--- src/rtl/instr_pkg.sv ---
// Shared RV32I field definitions for the instruction encoder and decoder.
// Holds the format enum, common opcodes, field bit positions and an immediate-range helper.
package instr_pkg;

    typedef enum logic [2:0] {
        FMT_R = 3'd0,
        FMT_I = 3'd1,
        FMT_S = 3'd2,
        FMT_B = 3'd3,
        FMT_U = 3'd4,
        FMT_J = 3'd5
    } fmt_e;

    localparam logic [6:0] OP_LUI    = 7'h37;
    localparam logic [6:0] OP_JAL    = 7'h6F;
    localparam logic [6:0] OP_BRANCH = 7'h63;
    localparam logic [6:0] OP_STORE  = 7'h23;
    localparam logic [6:0] OP_IMM    = 7'h13;
    localparam logic [6:0] OP_REG    = 7'h33;

    localparam int OP_LSB  = 0;
    localparam int RD_LSB  = 7;
    localparam int F3_LSB  = 12;
    localparam int RS1_LSB = 15;
    localparam int RS2_LSB = 20;
    localparam int F7_LSB  = 25;

    // True when bits [31:msb] of v are all equal, i.e. v is a sign extension from bit msb.
    function automatic logic fits_signed(input logic [31:0] v, input int unsigned msb);
        logic [31:0] hi;
        hi = 32'($signed(v) >>> msb);
        return (hi == '0) || (hi == '1);
    endfunction

endpackage

--- src/rtl/instr_encoder_if.sv ---
// Request and result channels of the instruction encoder.
// The master drives field-level requests and consumes encoded words; the slave is the encoder.
interface instr_encoder_if;

    logic        in_valid;
    logic        in_ready;
    logic [2:0]  in_fmt;
    logic [6:0]  in_op;
    logic [2:0]  in_funct3;
    logic [6:0]  in_funct7;
    logic [4:0]  in_rd;
    logic [4:0]  in_rs1;
    logic [4:0]  in_rs2;
    logic [31:0] in_imm;

    logic        out_valid;
    logic        out_ready;
    logic [31:0] out_instr;
    logic        out_err;

    modport master (
        output in_valid, in_fmt, in_op, in_funct3, in_funct7,
               in_rd, in_rs1, in_rs2, in_imm, out_ready,
        input  in_ready, out_valid, out_instr, out_err
    );

    modport slave (
        input  in_valid, in_fmt, in_op, in_funct3, in_funct7,
               in_rd, in_rs1, in_rs2, in_imm, out_ready,
        output in_ready, out_valid, out_instr, out_err
    );

endinterface

--- src/rtl/instr_fifo.sv ---
// Synchronous FIFO with wrap-bit pointers; reads zero while empty.
// Push/pop requests are ignored when full/empty respectively.
module instr_fifo #(
    parameter int WIDTH = 33,
    parameter int DEPTH = 4
) (
    input  logic             clk,
    input  logic             reset,
    input  logic             push,
    input  logic [WIDTH-1:0] din,
    input  logic             pop,
    output logic [WIDTH-1:0] dout,
    output logic             full,
    output logic             empty
);

    localparam int AW = $clog2(DEPTH);

    logic [WIDTH-1:0] mem [DEPTH];
    logic [AW:0]      wr_ptr;
    logic [AW:0]      rd_ptr;
    logic             do_push;
    logic             do_pop;

    assign empty   = (wr_ptr == rd_ptr);
    assign full    = (wr_ptr[AW] != rd_ptr[AW]) && (wr_ptr[AW-1:0] == rd_ptr[AW-1:0]);
    assign do_push = push && !full;
    assign do_pop  = pop && !empty;
    assign dout    = empty ? '0 : mem[rd_ptr[AW-1:0]];

    always_ff @(posedge clk) begin
        if (reset) begin
            wr_ptr <= '0;
            rd_ptr <= '0;
        end else begin
            if (do_push) wr_ptr <= wr_ptr + 1'b1;
            if (do_pop)  rd_ptr <= rd_ptr + 1'b1;
        end
    end

    // Storage carries no reset; entries are only visible between the pointers.
    always_ff @(posedge clk) begin
        if (do_push) mem[wr_ptr[AW-1:0]] <= din;
    end

endmodule

--- src/rtl/instr_encoder.sv ---
// RV32I field-to-word encoder with an output queue and request/error counters.
// Unrepresentable immediates are still packed (truncated) and tagged with an error bit.
module instr_encoder
    import instr_pkg::*;
#(
    parameter int FIFO_DEPTH = 4,
    parameter int CNT_W      = 16
) (
    input  logic              clk,
    input  logic              reset,
    instr_encoder_if.slave    bus,
    output logic [CNT_W-1:0]  enc_count,
    output logic [7:0]        err_count
);

    function automatic logic [32:0] encode(
        input logic [2:0]  fmt,
        input logic [6:0]  op,
        input logic [2:0]  f3,
        input logic [6:0]  f7,
        input logic [4:0]  rd,
        input logic [4:0]  rs1,
        input logic [4:0]  rs2,
        input logic [31:0] imm
    );
        logic [31:0] word;
        logic        err;
        word = '0;
        err  = 1'b0;
        word[OP_LSB +: 7] = op;
        case (fmt_e'(fmt))
            FMT_R: begin
                word[RD_LSB  +: 5] = rd;
                word[F3_LSB  +: 3] = f3;
                word[RS1_LSB +: 5] = rs1;
                word[RS2_LSB +: 5] = rs2;
                word[F7_LSB  +: 7] = f7;
            end
            FMT_I: begin
                word[RD_LSB  +: 5] = rd;
                word[F3_LSB  +: 3] = f3;
                word[RS1_LSB +: 5] = rs1;
                word[31:20]        = imm[11:0];
                err                = !fits_signed(imm, 11);
            end
            FMT_S: begin
                word[F3_LSB  +: 3] = f3;
                word[RS1_LSB +: 5] = rs1;
                word[RS2_LSB +: 5] = rs2;
                word[31:25]        = imm[11:5];
                word[11:7]         = imm[4:0];
                err                = !fits_signed(imm, 11);
            end
            FMT_B: begin
                word[F3_LSB  +: 3] = f3;
                word[RS1_LSB +: 5] = rs1;
                word[RS2_LSB +: 5] = rs2;
                word[31]           = imm[12];
                word[30:25]        = imm[10:5];
                word[11:8]         = imm[4:1];
                word[7]            = imm[11];
                err                = imm[0] || !fits_signed(imm, 12);
            end
            FMT_U: begin
                word[RD_LSB +: 5] = rd;
                word[31:12]       = imm[31:12];
                err               = |imm[11:0];
            end
            FMT_J: begin
                word[RD_LSB +: 5] = rd;
                word[31]          = imm[20];
                word[30:21]       = imm[10:1];
                word[20]          = imm[11];
                word[19:12]       = imm[19:12];
                err               = imm[0] || !fits_signed(imm, 20);
            end
            default: begin
                word = '0;
                err  = 1'b1;
            end
        endcase
        return {err, word};
    endfunction

    logic [32:0] enc_entry;
    logic [32:0] head;
    logic        fifo_full;
    logic        fifo_empty;
    logic        accept;
    logic        pop;

    assign enc_entry = encode(bus.in_fmt, bus.in_op, bus.in_funct3, bus.in_funct7,
                              bus.in_rd, bus.in_rs1, bus.in_rs2, bus.in_imm);

    // Ready depends only on queue occupancy, never on the consumer's out_ready.
    assign bus.in_ready  = !fifo_full;
    assign accept        = bus.in_valid && !fifo_full;
    assign bus.out_valid = !fifo_empty;
    assign pop           = bus.out_ready && !fifo_empty;
    assign bus.out_instr = head[31:0];
    assign bus.out_err   = head[32];

    instr_fifo #(
        .WIDTH (33),
        .DEPTH (FIFO_DEPTH)
    ) u_fifo (
        .clk   (clk),
        .reset (reset),
        .push  (accept),
        .din   (enc_entry),
        .pop   (pop),
        .dout  (head),
        .full  (fifo_full),
        .empty (fifo_empty)
    );

    always_ff @(posedge clk) begin
        if (reset) begin
            enc_count <= '0;
            err_count <= '0;
        end else if (accept) begin
            enc_count <= enc_count + 1'b1;
            if (enc_entry[32] && (err_count != 8'hFF)) err_count <= err_count + 1'b1;
        end
    end

endmodule
--- src/flat_wrapper.sv ---
// flat-port wrapper written by rule: the top's interface ports become plain ports
module instr_encoder_flat import instr_pkg::*;
#(
    parameter int FIFO_DEPTH = 4,
    parameter int CNT_W      = 16
)
  (clk, reset, enc_count, err_count, bus_in_valid, bus_in_fmt, bus_in_op, bus_in_funct3, bus_in_funct7, bus_in_rd, bus_in_rs1, bus_in_rs2, bus_in_imm, bus_out_ready, bus_in_ready, bus_out_valid, bus_out_instr, bus_out_err);
  instr_encoder_if bus_i ();
  input  logic clk;
  input  logic reset;
  output logic [CNT_W-1:0] enc_count;
  output logic [7:0] err_count;
  input wire logic [$bits(bus_i.in_valid)-1:0] bus_in_valid;
  input wire logic [$bits(bus_i.in_fmt)-1:0] bus_in_fmt;
  input wire logic [$bits(bus_i.in_op)-1:0] bus_in_op;
  input wire logic [$bits(bus_i.in_funct3)-1:0] bus_in_funct3;
  input wire logic [$bits(bus_i.in_funct7)-1:0] bus_in_funct7;
  input wire logic [$bits(bus_i.in_rd)-1:0] bus_in_rd;
  input wire logic [$bits(bus_i.in_rs1)-1:0] bus_in_rs1;
  input wire logic [$bits(bus_i.in_rs2)-1:0] bus_in_rs2;
  input wire logic [$bits(bus_i.in_imm)-1:0] bus_in_imm;
  input wire logic [$bits(bus_i.out_ready)-1:0] bus_out_ready;
  output wire logic [$bits(bus_i.in_ready)-1:0] bus_in_ready;
  output wire logic [$bits(bus_i.out_valid)-1:0] bus_out_valid;
  output wire logic [$bits(bus_i.out_instr)-1:0] bus_out_instr;
  output wire logic [$bits(bus_i.out_err)-1:0] bus_out_err;
  assign bus_i.in_valid = bus_in_valid;
  assign bus_i.in_fmt = bus_in_fmt;
  assign bus_i.in_op = bus_in_op;
  assign bus_i.in_funct3 = bus_in_funct3;
  assign bus_i.in_funct7 = bus_in_funct7;
  assign bus_i.in_rd = bus_in_rd;
  assign bus_i.in_rs1 = bus_in_rs1;
  assign bus_i.in_rs2 = bus_in_rs2;
  assign bus_i.in_imm = bus_in_imm;
  assign bus_i.out_ready = bus_out_ready;
  assign bus_in_ready = bus_i.in_ready;
  assign bus_out_valid = bus_i.out_valid;
  assign bus_out_instr = bus_i.out_instr;
  assign bus_out_err = bus_i.out_err;
  instr_encoder #(.FIFO_DEPTH(FIFO_DEPTH), .CNT_W(CNT_W)) u_core (.clk(clk), .reset(reset), .bus(bus_i), .enc_count(enc_count), .err_count(err_count));
endmodule
--- config.mk ---
export PLATFORM = sky130hd
export DESIGN_NAME = instr_encoder_flat
export DESIGN_NICKNAME = d
export VERILOG_FILES = /design/src/rtl/instr_pkg.sv /design/src/rtl/instr_encoder_if.sv /design/src/rtl/instr_fifo.sv /design/src/rtl/instr_encoder.sv /design/src/flat_wrapper.sv
export SDC_FILE = /design/constraint.sdc
export NUM_CORES = 1
export LEC_CHECK = 0
export ABC_AREA = 1
export BUFFER_PORTS_ARGS = -buffer_cell sky130_fd_sc_hd__clkbuf_2
export CAP_MARGIN = 20
export CORE_MARGIN = 2
export CORE_UTILIZATION = 54
export CTS_CLUSTER_SIZE = 20
export DETAILED_ROUTE_END_ITERATION = 10
export PLACE_DENSITY = 0.77
export SYNTH_ARGS = -nofsm -noshare
export SYNTH_HDL_FRONTEND = slang
export SYNTH_SLANG_ARGS = --single-unit
--- constraint.sdc ---
create_clock -name clk -period 3.2 [get_ports clk]
set_input_delay 0.64 -clock clk [delete_from_list [all_inputs] [get_ports clk]]
set_output_delay 0.64 -clock clk [all_outputs]
set_load 0.05 [all_outputs]
# Word-level counts from Yosys, hierarchy flattened
# Memory sizes are Yosys's and may differ from the RTL's. A register that Yosys moved wholly into a read port is not among the register bits.
# Cells that the tools add are included.
# Widths: inputs -> output; s select.
classes:
  addsub: 4
  eq_ne: 12
  mux: 8
  reduce_logical: 24
ops:
  columns: ["cell", "n"]
  rows:
  - ["$pmux 25 s6", 1]
  - ["$eq 32x32->1 const B", 3]
  - ["$logic_not 32->1", 3]
  - ["$mux 33", 1]
  - ["$add 16x1->16 const B", 1]
  - ["$reduce_or 12->1", 1]
  - ["$add 8x1->8 const B", 1]
  - ["$ne 8x8->1 const B", 1]
  - ["$mux 7", 1]
  - ["$add 3x1->3 const B", 2]
  - ["$eq 3x2->1 const B", 2]
  - ["$eq 3x3->1 const B", 2]
  - ["$logic_and 1x1->1", 6]
  - ["$reduce_or 6->1", 1]
  - ["$logic_not 1->1", 5]
  - ["$logic_or 1x1->1", 5]
  - ["$pmux 1 s5", 1]
  - ["$mux 2", 2]
  - ["$eq 3x1->1 const B", 1]
  - ["$eq 3x3->1", 1]
  - ["$logic_not 3->1", 1]
  - ["$eq 2x2->1", 1]
  - ["$mux 1", 2]
  - ["$reduce_and 2->1", 1]
  - ["other kinds (2)", 2]
word_totals:
  ff_bits: 30
  ram_bits: 132
  in_bits: 71
  output_inout_bits: 59
  wordCells: 53
  mem_count: 1
memory_table:
  columns: ["memory", "words", "width", "rd", "rd_clocked_by_memory_dff", "write_ports", "line", "text"]
  rows:
  - ["u_core.u_fifo.mem", 4, 33, 1, 1, 1, "instr_fifo.sv:19", "logic [WIDTH-1:0] mem [DEPTH];"]

# Depth between registers and ports, before layout
logic_depth:
  ltp_word: 7
  mapped_depth: 14
  ltp_nobuf: 14

# Cells and area by module
# Synthesis repeated with hierarchy kept, for this count alone.
hier_totals:
  cells_unflattened: 854
  area_unflattened_um2: 7920.1
modules_own_cells:
  columns: ["mod", "instances", "cells_each", "area_each_um2", "seq_area_each_um2"]
  rows:
  - ["instr_fifo", 1, 498, 5750.5, 4124.0]
  - ["instr_encoder", 1, 356, 2169.6, 480.5]

# Least setup slack after synthesis
# Ideal clock, no wire load.
synth_timing:
  kind: "flip-flop to flip-flop"
  start: "reg u_core.u_fifo.wr_ptr[1]"
  end: "mem u_core.u_fifo.mem[0][0] (enable)"
  setup_ps: 423
  arrival_time_ps: 2699
  required_time_ps: 2777
  path_slack_ps: 78
  stages_incl_launch_ff: 8
  path_buffers: 2
  synth_period_minus_slack_ps: 3122
  path_cell_list: "dfxtp_1 -> xor2_1 -> a21oi_2 -> nand2_2 -> nand2_2 -> buf_4 -> buf_4 -> nor2_1"
synth_via:
  elab_chain_len: 7
synth_rtl:
  columns: ["item", "line", "text"]
  rows:
  - ["start: declaration", "instr_fifo.sv:20", "logic [AW:0] wr_ptr;"]
  - ["start signal: assignment", "instr_fifo.sv:36", "if (do_push) wr_ptr <= wr_ptr + 1'b1;"]
  - ["$eq 2x2->1 (*)", "instr_fifo.sv:26", "assign full = (wr_ptr[AW] != rd_ptr[AW]) && (wr_ptr[AW-1:0] == rd_ptr[AW-1:0]);"]
  - ["$logic_and 1x1->1 (*)", "instr_fifo.sv:26", null]
  - ["$logic_not 1->1 (*)", null, null]
  - ["named net bus_in_ready", "flat_wrapper.sv:23", "output wire logic [$bits(bus_i.in_ready)-1:0] bus_in_ready;"]
  - ["$logic_and 1x1->1", "instr_encoder.sv:97", "assign accept = bus.in_valid && !fifo_full;"]
  - ["$logic_and 1x1->1 (*)", "instr_fifo.sv:27", "assign do_push = push && !full;"]
  - ["$mux 1 (*)", "instr_fifo.sv:43", "if (do_push) mem[wr_ptr[AW-1:0]] <= din;"]
  - ["$mux 1 (not written as such) (*)", "instr_fifo.sv:43", null]
  - ["end: declaration", "instr_fifo.sv:19", null]
# Mark *: on every way through the listed nets, which the timed path passes. The rest lies on a longest branch.

==> results.md <==
* Leading cell types in the layout, fill and taps excluded: 169 x nor2_1, 165 x nand2_1, 132 x edfxtp_1
* Max-cap violations at 0
* Final Routed Wirelength at 17700 microns
* Synth top area cells: edfxtp_1 50%, nor2_1 8.3%, dfxtp_1 8.1%, nand2_1 7.9%, inv_1 4.7%
* Layout Skew at 0.00743 ns
* # resized after CTS at 0
* Fin nets at 1059
* Kind of critical path: reg -> out
* Die width at 125 microns
* Yosys warning total at 0
* Hold buffers post-CTS at 0
* Commonest non-fill, non-tap cell in the layout: nor2_1
* Gr ovfl total at 0
* Vias/cell at 5.36
* Maximum vdd drop at 0.000444 V
* Most Crowded Layer GR: met2
* Setup Viol. Count Final at 0
* Initial antenna violation count at 0
* GR Util All Layers at 0.234
* Ports at 130
* Root Driver: clkbuf_16
* # DRC at 0
* Final ANT Viol Nets at 0
* Critical Path AT at 2.33 ns
* Placer's final routability congestion estimate at 0.910
* Slew Limit Headroom at 0.500
* Min cycle time layout at 2.97 ns
* Tightest Pin Transition at 0.750 ns
* Vias at 6311
* Sink Count at 164
* Post-CTS Setup Repair Bufs at 0
* Worst reg2reg path depth at 8
* Layout area overhead at 18.5%
* Average wire per standard cell at 15.0 microns
* Prevailing post-synth register cell: edfxtp_1
* H-tree levels at 4
* Met1 GRT Util at 0.316
* Async SR Flop Fraction at 0
* Hold Vio Cnt, Final at 0
* Power per Cell Area at 660 mW/mm^2
* Met2 usage at 0.378
* Worst Hold Depth at 2
* Syn_nets at 934
* Vias in the first global route at 5975
* Critical path fanouts, max at 39
* Cell variety after synth at 38
* Drt first-iter violations at 564
* Synthesized area at 0.00787 sq mm
* Final core utilization at 0.649
* Global-route wire length before repair at 29100 microns
* Status: completed
* Die height at 125 microns
* Largest buffer count on any clock path at 2
* Post-synthesis sequential area ratio at 0.585
* Antenna cell count at 0
* EDFF count, synth at 132
* Core Footprint at 0.0144 sq mm
* Synth Instances at 856
* CTS tree: yes
* Mean Syn Cell Area at 9.19 sq um
* Critical path endpoint category: primary output
* Req. time, crit path at 2.56 ns
* Pre-antenna DRT Iters at 5
* Seq cells post-synth at 164
* Final Cycle Share at 0.929
* Die Area at 0.0155 sq mm
* Synth area leader: edfxtp_1
* Top-area cell type share of the netlist area at 0.504
* Initial Util at 0.547
* Sum Neg Setup Slack at 0 ns
* Max Slew Vio Count at 0
* RSZ-0062 raised after global routing: no
* Max Fclk at 336 MHz
* Share of layout cells above drive strength 1 at 0.220
* Leakage at 3.93 nW
* Port bufs at 129
* M3 GR Usage at 0.0515
* Worst-skew pair later-pin latency at 0.42 ns
* Critical Path Start Type: register
* Cts bufs inserted at 17
* DPL Wire Length at 11900 microns
* Worst-path clk slew at 0.06 ns
* Pin count of the biggest net entering global routing at 40
* Hold Crit Class: in -> reg
* Row count at 44
==> final timing paths <==
| check | slack (ns) | to | from |
|---|---|---|---|
| worst max-delay path | 0.23 | bus_out_instr[9] | register |
| worst min-delay path | 0.49 | u_core.enc_count[14] | reset |
| worst max register to register | 1.13 | u_core.u_fifo.wr_ptr[2] | u_core.u_fifo.wr_ptr[1] |
| worst min register to register | 0.49 | u_core.u_fifo.rd_ptr[2] | u_core.u_fifo.rd_ptr[2] |
==> critical path, stage by stage, from the launching register on <==
cell,delay [ns]
dfxtp_2,0.79
buf_4,0.30
nor2_1,0.07
o32ai_1,0.32
nand2_1,0.10
inv_1,0.06
clkbuf_2,0.27
==> cells by family (layout without fill, tap and decap cells) <==
logic type | count (synthesis) | count (layout) | synth area share
buf+inv | 148 | 286 | 0.0749
fa+ha+maj | 7 | 7 | 0.0111
xor+xnor | 8 | 8 | 0.00891
flops | 164 | 164 | 0.585
simple gates | 408 | 408 | 0.219
compound gates | 121 | 121 | 0.100
==> through the flow <==
| stage | hold WS (ns) | instances | setup slack [ns] | cell area (sq um) | total power [mW] |
|---|---|---|---|---|---|
| global route | 0.479 | 1178 | 0.0513 | 9320 | 6.40 |
| CTS | 0.473 | 1178 | 0.200 | 9320 | 6.18 |
| detailed placement | 0.465 | 1146 | 0.647 | 8700 | 4.09 |
| finish | 0.486 | 1178 | 0.227 | 9320 | 6.15 |
| floorplan | 0.442 | 856 | 0.0779 | 7870 | 3.67 |
| global placement | 0.453 | 1146 | 0.704 | 8700 | 4.08 |
==> layer usage <==
| layer | share of wire | vias to the layer above |
|---|---|---|
| li1 | - | 3117 |
| met3 | 0.067 | 30 |
| met5 | 0 | - |
| met1 | 0.44 | 2914 |
| met2 | 0.47 | 250 |
| met4 | 0.020 | 0 |
==> Yosys cell counts (all sizes together), types with 4 or more instances <==
cell type	number
nand2	175
inv	113
o211ai	9
edfxtp	132
xor2	5
a21oi	23
nand4	16
clkbuf	22
nor4	4
o32ai	33
o21ai	48
nor3	6
nand3	22
ha	7
buf	13
nor2	183
dfxtp	32
==> state kept, by name (all words and copies together) (netlist names), named ones only <==
| signal | count |
|---|---|
| u_core.u_fifo.mem | 132 |
| u_core.u_fifo.wr_ptr | 3 |
| u_core.u_fifo.rd_ptr | 3 |
| u_core.err_count | 8 |
| u_core.enc_count | 16 |
==> final cells by class <==
type | instances | area (sq um)
well taps | 184 | 230
flip-flops and latches | 164 | 4610
clock inverters | 12 | 181
fillers | 1153 | 5050
multi-input cells | 544 | 2680
repair buffers | 141 | 761
clock buffers | 20 | 437
inverters | 113 | 424
==> where the power goes <==
part / leakage, nW / internal [mW] / switching (mW)
clock: 0.287 / 1.31 / 0.791
combinational: 2.15 / 0.384 / 1.15
sequential: 1.49 / 2.44 / 0.0769
total: 3.93 / 4.13 / 2.02
(Power assumes the default switching activity.)
